<file path="config.mk">
export PLATFORM = sky130hd
export DESIGN_NAME = sync_fifo_ctrl
export DESIGN_NICKNAME = d
export VERILOG_FILES = /design/src/rtl/fifo_pkg.sv /design/src/rtl/sdp_ram_32x8.sv /design/src/rtl/sync_fifo_ctrl.sv
export SDC_FILE = /design/constraint.sdc
export NUM_CORES = 1
export LEC_CHECK = 0
export CAP_MARGIN = 20
export CORE_MARGIN = 3
export CORE_UTILIZATION = 44
export DETAILED_ROUTE_END_ITERATION = 12
export SLEW_MARGIN = 20
export SYNTH_ARGS = -nofsm -noshare
export SYNTH_HDL_FRONTEND = slang
export SYNTH_SLANG_ARGS = --single-unit
export TNS_END_PERCENT = 100
</file>
<file path="constraint.sdc">
create_clock -name i_clk -period 3.35 [get_ports i_clk]
set_input_delay 0.67 -clock i_clk [delete_from_list [all_inputs] [get_ports i_clk]]
set_output_delay 0.67 -clock i_clk [all_outputs]
set_load 0.1 [all_outputs]
</file>
<file path="src/rtl/fifo_pkg.sv">
// Shared defaults and width helpers for the synchronous FIFO and its storage.
package fifo_pkg;

    // Default data word width.
    localparam int unsigned DEF_DATA_W   = 8;
    // Default memory address width.
    localparam int unsigned DEF_ADDR_W   = 5;
    // Default number of storage words.
    localparam int unsigned DEF_DEPTH    = 2 ** DEF_ADDR_W;
    // Default almost-full threshold (count >= level).
    localparam int unsigned DEF_AF_LEVEL = 28;
    // Default almost-empty threshold (count <= level).
    localparam int unsigned DEF_AE_LEVEL = 4;

    // Pointer/count width: one extra bit so that a completely full FIFO (count == depth)
    // is representable and the pointer MSB can serve as a wrap bit.
    function automatic int unsigned cnt_width(input int unsigned depth);
        return $clog2(depth) + 1;
    endfunction

endpackage

</file>
<file path="src/rtl/sdp_ram_32x8.sv">
// Simple dual-port storage array: one write port, one registered read port.
// A read and a write to the same address on the same edge return the old contents.
module sdp_ram_32x8
    import fifo_pkg::*;
#(
    parameter int unsigned DATA_W = DEF_DATA_W,
    parameter int unsigned ADDR_W = DEF_ADDR_W
) (
    input  logic              i_clk,
    input  logic              i_wr_en,
    input  logic [ADDR_W-1:0] i_wr_addr,
    input  logic [ADDR_W-1:0] i_rd_addr,
    input  logic [DATA_W-1:0] i_wr_data,
    output logic [DATA_W-1:0] o_rd_data
);

    localparam int unsigned WORDS = 2 ** ADDR_W;

    logic [DATA_W-1:0] mem_q [WORDS];
    logic [DATA_W-1:0] rd_data_q;

    // Write port: store the word on an enabled edge; contents are never reset.
    always_ff @(posedge i_clk) begin
        if (i_wr_en) begin
            mem_q[i_wr_addr] <= i_wr_data;
        end
    end

    // Read port: register the addressed word every cycle (old data on a collision).
    always_ff @(posedge i_clk) begin
        rd_data_q <= mem_q[i_rd_addr];
    end

    assign o_rd_data = rd_data_q;

endmodule

</file>
<file path="src/rtl/sync_fifo_ctrl.sv">
// Synchronous FIFO controller: owns the pointers, occupancy count, status flags and the
// read-valid pipeline bit, and drives a simple dual-port memory for the data itself.
// All status flags are registered from the next-state count, so accept decisions always
// use the flags of the current cycle.
module sync_fifo_ctrl
    import fifo_pkg::*;
#(
    parameter int unsigned DATA_W   = DEF_DATA_W,
    parameter int unsigned ADDR_W   = DEF_ADDR_W,
    parameter int unsigned AF_LEVEL = DEF_AF_LEVEL,
    parameter int unsigned AE_LEVEL = DEF_AE_LEVEL
) (
    input  logic              i_clk,
    input  logic              i_rst,
    input  logic              i_wr_en,
    input  logic [DATA_W-1:0] i_wr_data,
    input  logic              i_rd_en,
    input  logic              i_clr_err,
    output logic [DATA_W-1:0] o_rd_data,
    output logic              o_rd_valid,
    output logic              o_full,
    output logic              o_empty,
    output logic              o_almost_full,
    output logic              o_almost_empty,
    output logic [ADDR_W:0]   o_count,
    output logic              o_overflow,
    output logic              o_underflow
);

    localparam int unsigned DEPTH = 2 ** ADDR_W;
    localparam int unsigned PTR_W = cnt_width(DEPTH);

    localparam logic [PTR_W-1:0] CNT_FULL = PTR_W'(DEPTH);
    localparam logic [PTR_W-1:0] CNT_AF   = PTR_W'(AF_LEVEL);
    localparam logic [PTR_W-1:0] CNT_AE   = PTR_W'(AE_LEVEL);
    localparam logic [PTR_W-1:0] CNT_ONE  = PTR_W'(1);

    // Flag values for an empty FIFO, used on reset.
    localparam logic AF_AT_ZERO = (AF_LEVEL == 0);
    localparam logic AE_AT_ZERO = 1'b1;

    // Pointers carry a wrap bit above the memory address bits.
    logic [PTR_W-1:0] wr_ptr_q, wr_ptr_d;
    logic [PTR_W-1:0] rd_ptr_q, rd_ptr_d;
    logic [PTR_W-1:0] count_q, count_d;

    logic full_q, empty_q, af_q, ae_q;
    logic rd_valid_q;
    logic ovf_q, ovf_d;
    logic unf_q, unf_d;

    logic wr_acc, rd_acc;
    logic wr_rej, rd_rej;

    // Accept/reject decisions and next-state pointers, count and sticky errors.
    always_comb begin
        wr_acc = i_wr_en && !full_q;
        rd_acc = i_rd_en && !empty_q;
        wr_rej = i_wr_en && full_q;
        rd_rej = i_rd_en && empty_q;

        wr_ptr_d = wr_acc ? wr_ptr_q + CNT_ONE : wr_ptr_q;
        rd_ptr_d = rd_acc ? rd_ptr_q + CNT_ONE : rd_ptr_q;

        count_d = count_q;
        case ({wr_acc, rd_acc})
            2'b10:   count_d = count_q + CNT_ONE;
            2'b01:   count_d = count_q - CNT_ONE;
            default: count_d = count_q;
        endcase

        // A new error in the same cycle as a clear keeps the flag set.
        ovf_d = ovf_q;
        if (wr_rej) begin
            ovf_d = 1'b1;
        end else if (i_clr_err) begin
            ovf_d = 1'b0;
        end

        unf_d = unf_q;
        if (rd_rej) begin
            unf_d = 1'b1;
        end else if (i_clr_err) begin
            unf_d = 1'b0;
        end
    end

    // State registers: pointers, count, registered flags, read-valid pulse and errors.
    always_ff @(posedge i_clk) begin
        if (i_rst) begin
            wr_ptr_q   <= '0;
            rd_ptr_q   <= '0;
            count_q    <= '0;
            full_q     <= 1'b0;
            empty_q    <= 1'b1;
            af_q       <= AF_AT_ZERO;
            ae_q       <= AE_AT_ZERO;
            rd_valid_q <= 1'b0;
            ovf_q      <= 1'b0;
            unf_q      <= 1'b0;
        end else begin
            wr_ptr_q   <= wr_ptr_d;
            rd_ptr_q   <= rd_ptr_d;
            count_q    <= count_d;
            full_q     <= (count_d == CNT_FULL);
            empty_q    <= (count_d == '0);
            af_q       <= (count_d >= CNT_AF);
            ae_q       <= (count_d <= CNT_AE);
            rd_valid_q <= rd_acc;
            ovf_q      <= ovf_d;
            unf_q      <= unf_d;
        end
    end

    // The read address follows rd_ptr every cycle; the RAM output register is o_rd_data,
    // so data for a read accepted on an edge appears alongside rd_valid_q.
    sdp_ram_32x8 #(
        .DATA_W (DATA_W),
        .ADDR_W (ADDR_W)
    ) u_ram (
        .i_clk     (i_clk),
        .i_wr_en   (wr_acc),
        .i_wr_addr (wr_ptr_q[ADDR_W-1:0]),
        .i_rd_addr (rd_ptr_q[ADDR_W-1:0]),
        .i_wr_data (i_wr_data),
        .o_rd_data (o_rd_data)
    );

    assign o_rd_valid     = rd_valid_q;
    assign o_full         = full_q;
    assign o_empty        = empty_q;
    assign o_almost_full  = af_q;
    assign o_almost_empty = ae_q;
    assign o_count        = count_q;
    assign o_overflow     = ovf_q;
    assign o_underflow    = unf_q;

endmodule

</file>
==> results.json, run 1 <==
{
  "grt_start_max_net_pins": 36,
  "layout_worst_path_cycle_share": 0.829,
  "result_of_the_run": "finished clean",
  "clock_tree_from_tritoncts": "done",
  "final.setup_skew_ns": 0.0115,
  "floorplan.initialDensity": 0.454,
  "fin_nets": 654,
  "netlist_area_mm2": 0.0112,
  "max_vdd_drop_mv": 0.552,
  "die_h_um": 166,
  "num_rows": 57,
  "ys_async_sr_fraction": 0,
  "setup_tns_ns": 0,
  "timing_max_transition_violations_final": 0,
  "fraction_of_layout_instances_using_a_drive_strength_above_1": 0.320,
  "cp_cell_sequence": "clkdlybuf4s50_1, nand2b_1, nor2_1, xor2_1, ha_1, or3b_2, nand4_1, o221a_2, nand4_1, o31ai_1",
  "cts_inserted_buffers": 29,
  "maximum_fanout_along_the_worst_path": 7,
  "worst-endpoint-required_ns": 3.79,
  "layout_min_cycle_time_ns": 2.78,
  "post_cts_clock_slew_at_the_launch_and_capture_registers_of_the_worst_setup_and_hold_paths_ns": 0.06,
  "relSlewSlack": 0.294,
  "worstSetupPathType": "input pin to register",
  "final_core_util": 0.529,
  "cts-resized-gates": 0,
  "first_pass_grt_wire_length_um": 35000,
  "setup.worst_path.end_class": "register",
  "final_cells": 980,
  "placedCellCount": 927,
  "timing.critical_path.arrival_ns": 3.22,
  "worst-slew-pin-transition_ns": 1.06,
  "number_of_global_route_vias_before_repair": 5623,
  "antennaDiodeCount": 0,
  "cp_slowest_cell": "clkdlybuf4s50_1",
  "fmax_mhz": 360,
  "cts.hold.buffers_added": 0,
  "route.final.wire_length_um": 22600,
  "drt_iter0_drc": 546,
  "rsz_0062_raised_after_global_routing": "false",
  "path_buf_inv": 1,
  "synth.net_count": 571,
  "placeable_core_region_mm2": 0.0247,
  "clock_sink_count": 287,
  "clockBufferDepth": 3,
  "cell_chosen_for_the_clock_root": "clkbuf_16",
  "cp_top_family": "simple AND/OR/NAND/NOR gates",
  "synth-edff-count": 256,
  "global_route.usage.total": 0.174,
  "die-area_mm2": 0.0274,
  "drc_errors": 0,
  "cap_viol_max_count": 0,
  "power.density_mw_per_mm2": 659,
  "timing.hold.worst.class": "register to register",
  "drt_pass1_iterations": 5,
  "post-dp-hpwl_um": 14100,
  "synth.distinct_cells": 41,
  "area_delta_synth_final_pct": 16.4,
  "minimum_setup_slack_among_reg_to_reg_paths_ns": 0.80,
  "power.leakage_nw": 4.22,
  "grt_antenna_before_repair": 1,
  "grt_overflow": 0,
  "antenna_left": 0,
  "slowest_delay_ns": 0.49,
  "cts_max_level": 1,
  "synth.avg_cell_area_um2": 20.3,
  "setup_viol": 0,
  "drt-wirelength-per-cell_um": 23.1,
  "numPortBuffers": 33,
  "synth-seq-area-share": 0.741,
  "die_w_um": 166,
  "finalHoldViolations": 0,
  "yosys_most_used_dff": "edfxtp_1",
  "synth_seq_cells": 287,
  "clkLatencyLatePin_ns": 0.54,
  "critical-path-top-cell-by-count": "nand4_1",
  "yosys_warnings": 0,
  "io-pin-count": 34,
  "post_cts.repair.setup_buffers": 0,
  "setup.worst_path.start_class": "input pin",
  "fillCellCount": 1981,
  "post_drt_via_cell_ratio": 5.63,
  "gp_congestion": 0.811,
  "routed-via-count": 5520,
  "syn-instance-count": 551
}
[sequential cells by signal (all words and copies together) (netlist names)]
register	count
o_almost_empty	1
o_almost_full	1
o_count	6
o_empty	1
o_full	1
o_overflow	1
o_rd_valid	1
o_underflow	1
rd_ptr_q	5
u_ram.mem_q	256
u_ram.o_rd_data	8
wr_ptr_q	5
[tightest hold or removal path, stage by stage, from the launching register on]
cell and delay [ns]:
dfxtp_1 0.33, a22oi_1 0.07, nor2_1 0.07
[cells in the final DEF (no fill, tap or decap), types with 2 or more instances in the layout]
cell type and n:
or3b_2 3, a22oi_1 3, nor3_1 2, inv_4 3, mux4_2 80, buf_12 2, or2_2 2, clkdlybuf4s50_1 13
nand3b_1 3, mux2_2 8, clkbuf_1 9, inv_2 2, o31ai_1 6, nor2_1 52, and2_1 2, o211ai_1 2
a21oi_1 5, nand2_1 13, a21o_1 5, nand3_1 2, nand4_1 5, inv_1 6, buf_4 65, clkbuf_8 3
edfxtp_1 256, ha_1 7, clkinv_2 5, xor2_1 8, clkbuf_16 30, dfxtp_1 29, xnor2_1 3, or4_1 3
[area by class of cell]
class	count	area, um^2	share of cell area
Clock buffer	42	826	0.0633
Clock inverter	11	91.3	0.00700
Inverter	8	30.0	0.00230
Multi-Input combinational cell	227	2720	0.208
Sequential cell	287	8310	0.637
Tap cell	324	405	0.0311
Timing Repair Buffer	81	663	0.0508
[cell usage after synthesis (6+ instances only)]
cell      count  area share
ha_1          7      0.0078
nand2_1      13      0.0044
mux2_2        8      0.0080
o31ai_1       6      0.0040
dfxtp_1      31       0.055
clkbuf_1     17      0.0057
inv_1         6      0.0020
mux4_2       80        0.16
nor2_1       52       0.017
buf_2         6      0.0027
xor2_1        8      0.0063
edfxtp_1    256        0.69
[worst paths after layout]
path              cells past startpoint        endpoint        start
setup / recovery                     10  o_almost_empty      i_rd_en
hold / removal                        2     o_underflow  o_underflow
setup reg to reg                      9  o_almost_empty      o_empty
hold reg to reg                       2     o_underflow  o_underflow
[metal layers]
| layer | part of all wire | global-route usage | vias to the layer above |
|---|---|---|---|
| li1 | - | - | 2414 |
| met1 | 0.43 | 0.255 | 2867 |
| met2 | 0.47 | 0.271 | 203 |
| met3 | 0.076 | 0.0389 | 36 |
| met4 | 0.017 | 0.0412 | 0 |
| met5 | 0 | 0 | - |
[power by group]
part	switching (W)	internal (W)	leakage, nW
Combinational	0.000935	0.000546	1.20
Sequential	0.0000745	0.00399	2.56
Clock	0.00127	0.00179	0.458
Total	0.00228	0.00632	4.22
[metrics by stage]
step,cell area (um^2),worst slack (ns),hold WS (ns),power (W)
after detailed placement,12100,0.0640,0.492,0.00563
after global routing,13000,0.470,0.544,0.00895
after global placement,12100,0.232,0.504,0.00560
final,13000,0.572,0.501,0.00860
after CTS,13000,0.654,0.511,0.00870
after floorplan,11200,0.224,0.482,0.00524
[kinds of logic after synthesis]
group / after synthesis / share of synthesized area
fa+ha+maj: 7 / 0.00781
mux: 89 / 0.170
simple gates: 91 / 0.0372
compound gates: 29 / 0.0190
xor+xnor: 11 / 0.00860
flops: 287 / 0.741
buf+inv: 37 / 0.0164
Power figures use the tool's default switching activity.
==> inputs of run 2 (changes only) <==
==> constraint.sdc (replaced) <==
create_clock -name i_clk -period 2.54 [get_ports i_clk]
set_input_delay 0.508 -clock i_clk [delete_from_list [all_inputs] [get_ports i_clk]]
set_output_delay 0.508 -clock i_clk [all_outputs]
set_load 0.1 [all_outputs]
==> run 2 against run 1 <==
Against the previous run:
- hold slack lost 0.14 ns
- critical path type unchanged
- count of clock-buffer cells in the layout fell by 8
- critical endpoint is now o_almost_full
- core utilization is 0.14 points higher
- cell area grew 0.27%
- largest power group unchanged
- highest routed layer unchanged
==> results.json, run 2 (same netlist as run 1, synthesis figures left out) <==
{
  "die_h_um": 166,
  "layout_common_cells": "edfxtp_1, mux4_2, buf_4, nor2_1, clkbuf_16",
  "drc_errors": 0,
  "timing.critical_path.arrival_ns": 2.85,
  "cap_viol_max_count": 0,
  "total_switching_power_w": 0.00298,
  "setup_tns_ns": 0,
  "post_cts.repair.setup_buffers": 0,
  "maximum_fanout_along_the_worst_path": 3,
  "p_clk_frac": 0.333,
  "final.setup_skew_ns": 0.00625,
  "power_switching_share": 0.269,
  "cp_cell_sequence": "clkdlybuf4s50_1, nor2b_1, buf_4, inv_2, ha_1, or2_2, a21o_1, o221a_2, and2_1, o32ai_1",
  "routed-via-count": 5540,
  "cell_chosen_for_the_clock_root": "clkbuf_16",
  "clock_sink_count": 287,
  "place_area_mm2": 0.0123,
  "worst-endpoint-required_ns": 2.97,
  "cts.hold.buffers_added": 0,
  "drt_iter0_drc": 490,
  "final_common_cell": "edfxtp_1",
  "setup_viol": 0,
  "fin_nets": 664,
  "cts_inserted_buffers": 28,
  "area_delta_synth_final_pct": 16.7,
  "cts_max_level": 1,
  "p_int_w": 0.00809,
  "numPortBuffers": 33,
  "max_vdd_drop_mv": 0.532,
  "final_core_util": 0.530,
  "setup.worst_path.end_class": "register",
  "timing.hold.worst.class": "input pin to register",
  "post-dp-hpwl_um": 14100,
  "power.density_mw_per_mm2": 846,
  "post_drt_via_cell_ratio": 5.61,
  "largest_register_ff_count": 256,
  "num_rows": 57,
  "timing_max_transition_violations_final": 0,
  "clockBufferDepth": 3,
  "worstHoldStart": "i_rd_en",
  "result_of_the_run": "finished clean",
  "final_cell_area_mm2": 0.0131,
  "p_comb_frac": 0.180,
  "setup.worst_path.start_class": "input pin",
  "cts-resized-gates": 0,
  "finalHoldViolations": 0,
  "grt_antenna_before_repair": 0,
  "first_pass_grt_wire_length_um": 35800,
  "worstSetupPathType": "input pin to register",
  "die-area_mm2": 0.0274,
  "number_of_global_route_vias_before_repair": 5768,
  "clock_tree_from_tritoncts": "done",
  "die_w_um": 166,
  "grt_overflow": 0,
  "grt_start_max_net_pins": 36,
  "relSlewSlack": 0.669,
  "floorplan.initialDensity": 0.454,
  "drt-wirelength-per-cell_um": 23.2,
  "layout_min_cycle_time_ns": 2.42,
  "worst-slew-pin-transition_ns": 0.492,
  "fraction_of_layout_instances_using_a_drive_strength_above_1": 0.337,
  "global_route.usage.total": 0.176,
  "fmax_mhz": 413,
  "antennaDiodeCount": 0,
  "post_cts_clock_slew_at_the_launch_and_capture_registers_of_the_worst_setup_and_hold_paths_ns": 0.06,
  "startpoint_of_the_worst_slack_reg_to_reg_timing_path": "rd_ptr_q[0]",
  "register_ranked_first_by_flip_flop_count": "u_ram.mem_q",
  "placeable_core_region_mm2": 0.0247,
  "cp_slowest_cell": "clkdlybuf4s50_1",
  "layout_worst_path_cycle_share": 0.953,
  "preCtsSetupSlack_ns": -0.438,
  "clkLatencyLatePin_ns": 0.52,
  "drt_pass1_iterations": 7,
  "antenna_left": 0,
  "worstSetupStartpoint": "i_wr_en",
  "io-pin-count": 34,
  "route.final.wire_length_um": 22900,
  "sequentialPowerShare": 0.487,
  "slowest_delay_ns": 0.47,
  "power.leakage_nw": 4.25,
  "gp_congestion": 0.832,
  "layout_setup_ws_ns": 0.120
}
## run 2: path summary, 6_finish.rpt
path / to / slack, ns / depth (start not counted)
max reg2reg: u_ram.o_rd_data[3] / 0.21 / 4
min: o_underflow / 0.36 / 3
min reg2reg: o_underflow / 0.52 / 2
max: o_almost_full / 0.12 / 10
## run 2: worst max-delay path: cells and delay by family
kind | cells | cell delay (ns)
simple gates | 3 | 0.70
fa+ha+maj | 1 | 0.33
buf+inv | 3 | 0.65
compound gates | 3 | 0.66
## run 2: layout make-up
class | count | area, um^2
clock inverters | 16 | 76.3
repair buffers | 92 | 773
well taps | 324 | 405
flip-flops and latches | 287 | 8320
fillers | 1982 | 11600
multi-input cells | 227 | 2730
clock buffers | 34 | 744
inverters | 8 | 30.0
## run 2: layer usage
layer / part of all wire / vias up / track usage
li1: - / 2429 / -
met1: 0.46 / 2905 / 0.269
met2: 0.46 / 167 / 0.269
met3: 0.055 / 39 / 0.0262
met4: 0.020 / 0 / 0.0454
met5: 0 / - / 0
## run 2: power groups by stage
| stage | combinational, W | clock, W | sequential, W |
|---|---|---|---|
| after global routing | 0.00211 | 0.00399 | 0.00540 |
| after global placement | 0.00197 | 0 | 0.00547 |
| after floorplan | 0.000957 | 0 | 0.00597 |
| after CTS | 0.00201 | 0.00380 | 0.00538 |
| after detailed placement | 0.00200 | 0 | 0.00548 |
| final | 0.00199 | 0.00369 | 0.00539 |
## run 2: metrics by stage
step | total power (W) | hold WS (ns) | instances
floorplan | 0.00693 | 0.482 | 551
global placement | 0.00745 | 0.499 | 938
detailed placement | 0.00748 | 0.504 | 938
CTS | 0.0112 | 0.521 | 988
global route | 0.0115 | 0.386 | 988
finish | 0.0111 | 0.360 | 988
==> inputs of run 3 (changes only) <==
--- a/config.mk
+++ b/config.mk
@@ -8,6 +8,7 @@
 export CAP_MARGIN = 20
 export CORE_MARGIN = 3
 export CORE_UTILIZATION = 44
+export CTS_CLUSTER_DIAMETER = 40
 export DETAILED_ROUTE_END_ITERATION = 12
 export SLEW_MARGIN = 20
 export SYNTH_ARGS = -nofsm -noshare
==> run 3 against run 2 <==
Against the previous run:
- non-clock buffer count unchanged
- sequential share of layout area down 1.3 points
- die area unchanged
- total power up 8.3%
- hold slack better by 0.022 ns
- combinational power about the same
- clock power up 25%
- clock skew up 0.010 ns
- worst setup slack better by 0.022 ns
- sequential cell count unchanged
- cell area up 2.1%
- first-iteration DRC count up 0.20%
==> results.json, run 3 (same netlist as run 1, synthesis figures left out) <==
{
  "result_of_the_run": "finished clean",
  "relSlewSlack": 0.689,
  "p_int_w": 0.00877,
  "worstSetupPathType": "input pin to register",
  "power_switching_share": 0.268,
  "cap_viol_max_count": 0,
  "area_delta_synth_final_pct": 19.1,
  "fillCellCount": 1958,
  "setup_viol": 0,
  "startpoint_of_the_worst_slack_reg_to_reg_timing_path": "rd_ptr_q[0]",
  "global_route.usage.total": 0.179,
  "post-dp-hpwl_um": 14100,
  "floorplan.initialDensity": 0.454,
  "worstHoldStart": "i_rd_en",
  "post_route_total_power_w": 0.0120,
  "worst_hold_margin_ns": 0.382,
  "die_h_um": 166,
  "route.final.wire_length_um": 23000,
  "power.leakage_nw": 4.37,
  "layout_min_cycle_time_ns": 2.40,
  "timing.critical_path.arrival_ns": 2.79,
  "gp_congestion": 0.832,
  "cell_chosen_for_the_clock_root": "clkbuf_16",
  "slowest_delay_ns": 0.48,
  "io-pin-count": 34,
  "final.setup_skew_ns": 0.0165,
  "critical-path-top-cell-by-count": "buf_4",
  "cts-resized-gates": 0,
  "antenna_left": 0,
  "worstSetupStartpoint": "i_wr_en",
  "drc_errors": 0,
  "register_ranked_first_by_flip_flop_count": "u_ram.mem_q",
  "drt-wirelength-per-cell_um": 23.0,
  "final_common_cell": "edfxtp_1",
  "drt_iter0_drc": 491,
  "p_clk_frac": 0.384,
  "post_cts_clock_slew_at_the_launch_and_capture_registers_of_the_worst_setup_and_hold_paths_ns": 0.05,
  "clockBufferDepth": 3,
  "finalHoldViolations": 0,
  "layout_common_cells": "edfxtp_1, mux4_2, buf_4, nor2_1, clkbuf_16",
  "grt_overflow": 0,
  "number_of_global_route_vias_before_repair": 5854,
  "setup.worst_path.start_class": "input pin",
  "post_drt_via_cell_ratio": 5.60,
  "die-area_mm2": 0.0274,
  "total_switching_power_w": 0.00321,
  "timing.hold.worst.class": "input pin to register",
  "grt_antenna_before_repair": 0,
  "cp_cell_sequence": "clkdlybuf4s50_1, nor2b_2, buf_4, inv_2, ha_1, buf_4, o41ai_1, o2111ai_1, a21oi_1, xnor2_1, nor4_1",
  "maximum_fanout_along_the_worst_path": 4,
  "fmax_mhz": 417,
  "cts.hold.buffers_added": 0,
  "num_rows": 57,
  "antennaDiodeCount": 0,
  "numPortBuffers": 33,
  "routed-via-count": 5602,
  "first_pass_grt_wire_length_um": 36000,
  "grt_start_max_net_pins": 36,
  "timing_max_transition_violations_final": 0,
  "placeable_core_region_mm2": 0.0247,
  "cts_max_level": 2,
  "worst-slew-pin-transition_ns": 0.462,
  "max_vdd_drop_mv": 0.536,
  "fin_nets": 671,
  "drt_pass1_iterations": 7,
  "p_comb_frac": 0.166,
  "sequentialPowerShare": 0.450,
  "layout_worst_path_cycle_share": 0.944,
  "rsz_0062_raised_after_global_routing": "false",
  "power.density_mw_per_mm2": 898,
  "fraction_of_layout_instances_using_a_drive_strength_above_1": 0.346,
  "worst-endpoint-required_ns": 2.93,
  "cp_slowest_cell": "clkdlybuf4s50_1",
  "setup.worst_path.end_class": "register",
  "die_w_um": 166,
  "cts_inserted_buffers": 35,
  "clock_tree_from_tritoncts": "done",
  "clkLatencyLatePin_ns": 0.51,
  "post_cts.repair.setup_buffers": 0,
  "clock_sink_count": 287,
  "largest_register_ff_count": 256
}
run 3: cell types whose count changed in the layout (fill, tap and decap cells not counted), moves of 2 or more:
cell,before,now
clkbuf_1,5,9
inv_8,0,3
clkinv_2,10,2
clkbuf_8,0,2
inv_6,0,3
clkbuf_16,29,35
run 3: cell type report:
type / instances / area [um^2] / area share
Sequential cell: 287 / 8320 / 0.623
Multi-Input combinational cell: 227 / 2730 / 0.205
Clock buffer: 46 / 937 / 0.0702
Timing Repair Buffer: 92 / 773 / 0.0579
Tap cell: 324 / 405 / 0.0304
Clock inverter: 17 / 151 / 0.0113
Inverter: 8 / 30.0 / 0.00225
run 3: final timing paths:
check | to | slack, ns | cells after the start
hold reg to reg | o_underflow | 0.52 | 2
hold / removal | o_underflow | 0.38 | 3
setup reg to reg | u_ram.o_rd_data[3] | 0.20 | 4
setup / recovery | o_full | 0.14 | 11
run 3: power groups by stage:
stage / Combinational, W / Clock [W] / Sequential (W)
2_1_floorplan: 0.000957 / 0 / 0.00597
6_report: 0.00199 / 0.00460 / 0.00539
4_1_cts: 0.00201 / 0.00472 / 0.00539
5_1_grt: 0.00212 / 0.00493 / 0.00540
3_5_place_dp: 0.00200 / 0 / 0.00548
3_3_place_gp: 0.00197 / 0 / 0.00547
run 3: metal layers:
layer,part of all wire,track usage,vias to the layer above
met5,0,0,-
li1,-,-,2454
met4,0.021,0.0526,0
met3,0.071,0.0392,46
met2,0.46,0.266,220
met1,0.45,0.269,2882
run 3: critical path: cells and delay by family:
family	cells	cell delay (ns)
compound gates	3	0.60
xor+xnor	1	0.18
fa+ha+maj	1	0.24
buf+inv	4	0.81
simple gates	2	0.46
run 3: stage by stage:
stage / area [um^2] / cells / setup TNS, ns / util / setup slack (ns)
6_report: 13300 / 1001 / 0 / 0.541 / 0.142
3_5_place_dp: 12300 / 938 / -2.50 / 0.496 / -0.438
3_3_place_gp: 12300 / 938 / -1.77 / 0.496 / -0.328
5_1_grt: 13300 / 1001 / 0 / 0.541 / 0.0140
2_1_floorplan: 11200 / 551 / 0 / - / 0.00140
4_1_cts: 13300 / 1001 / 0 / 0.541 / 0.0981
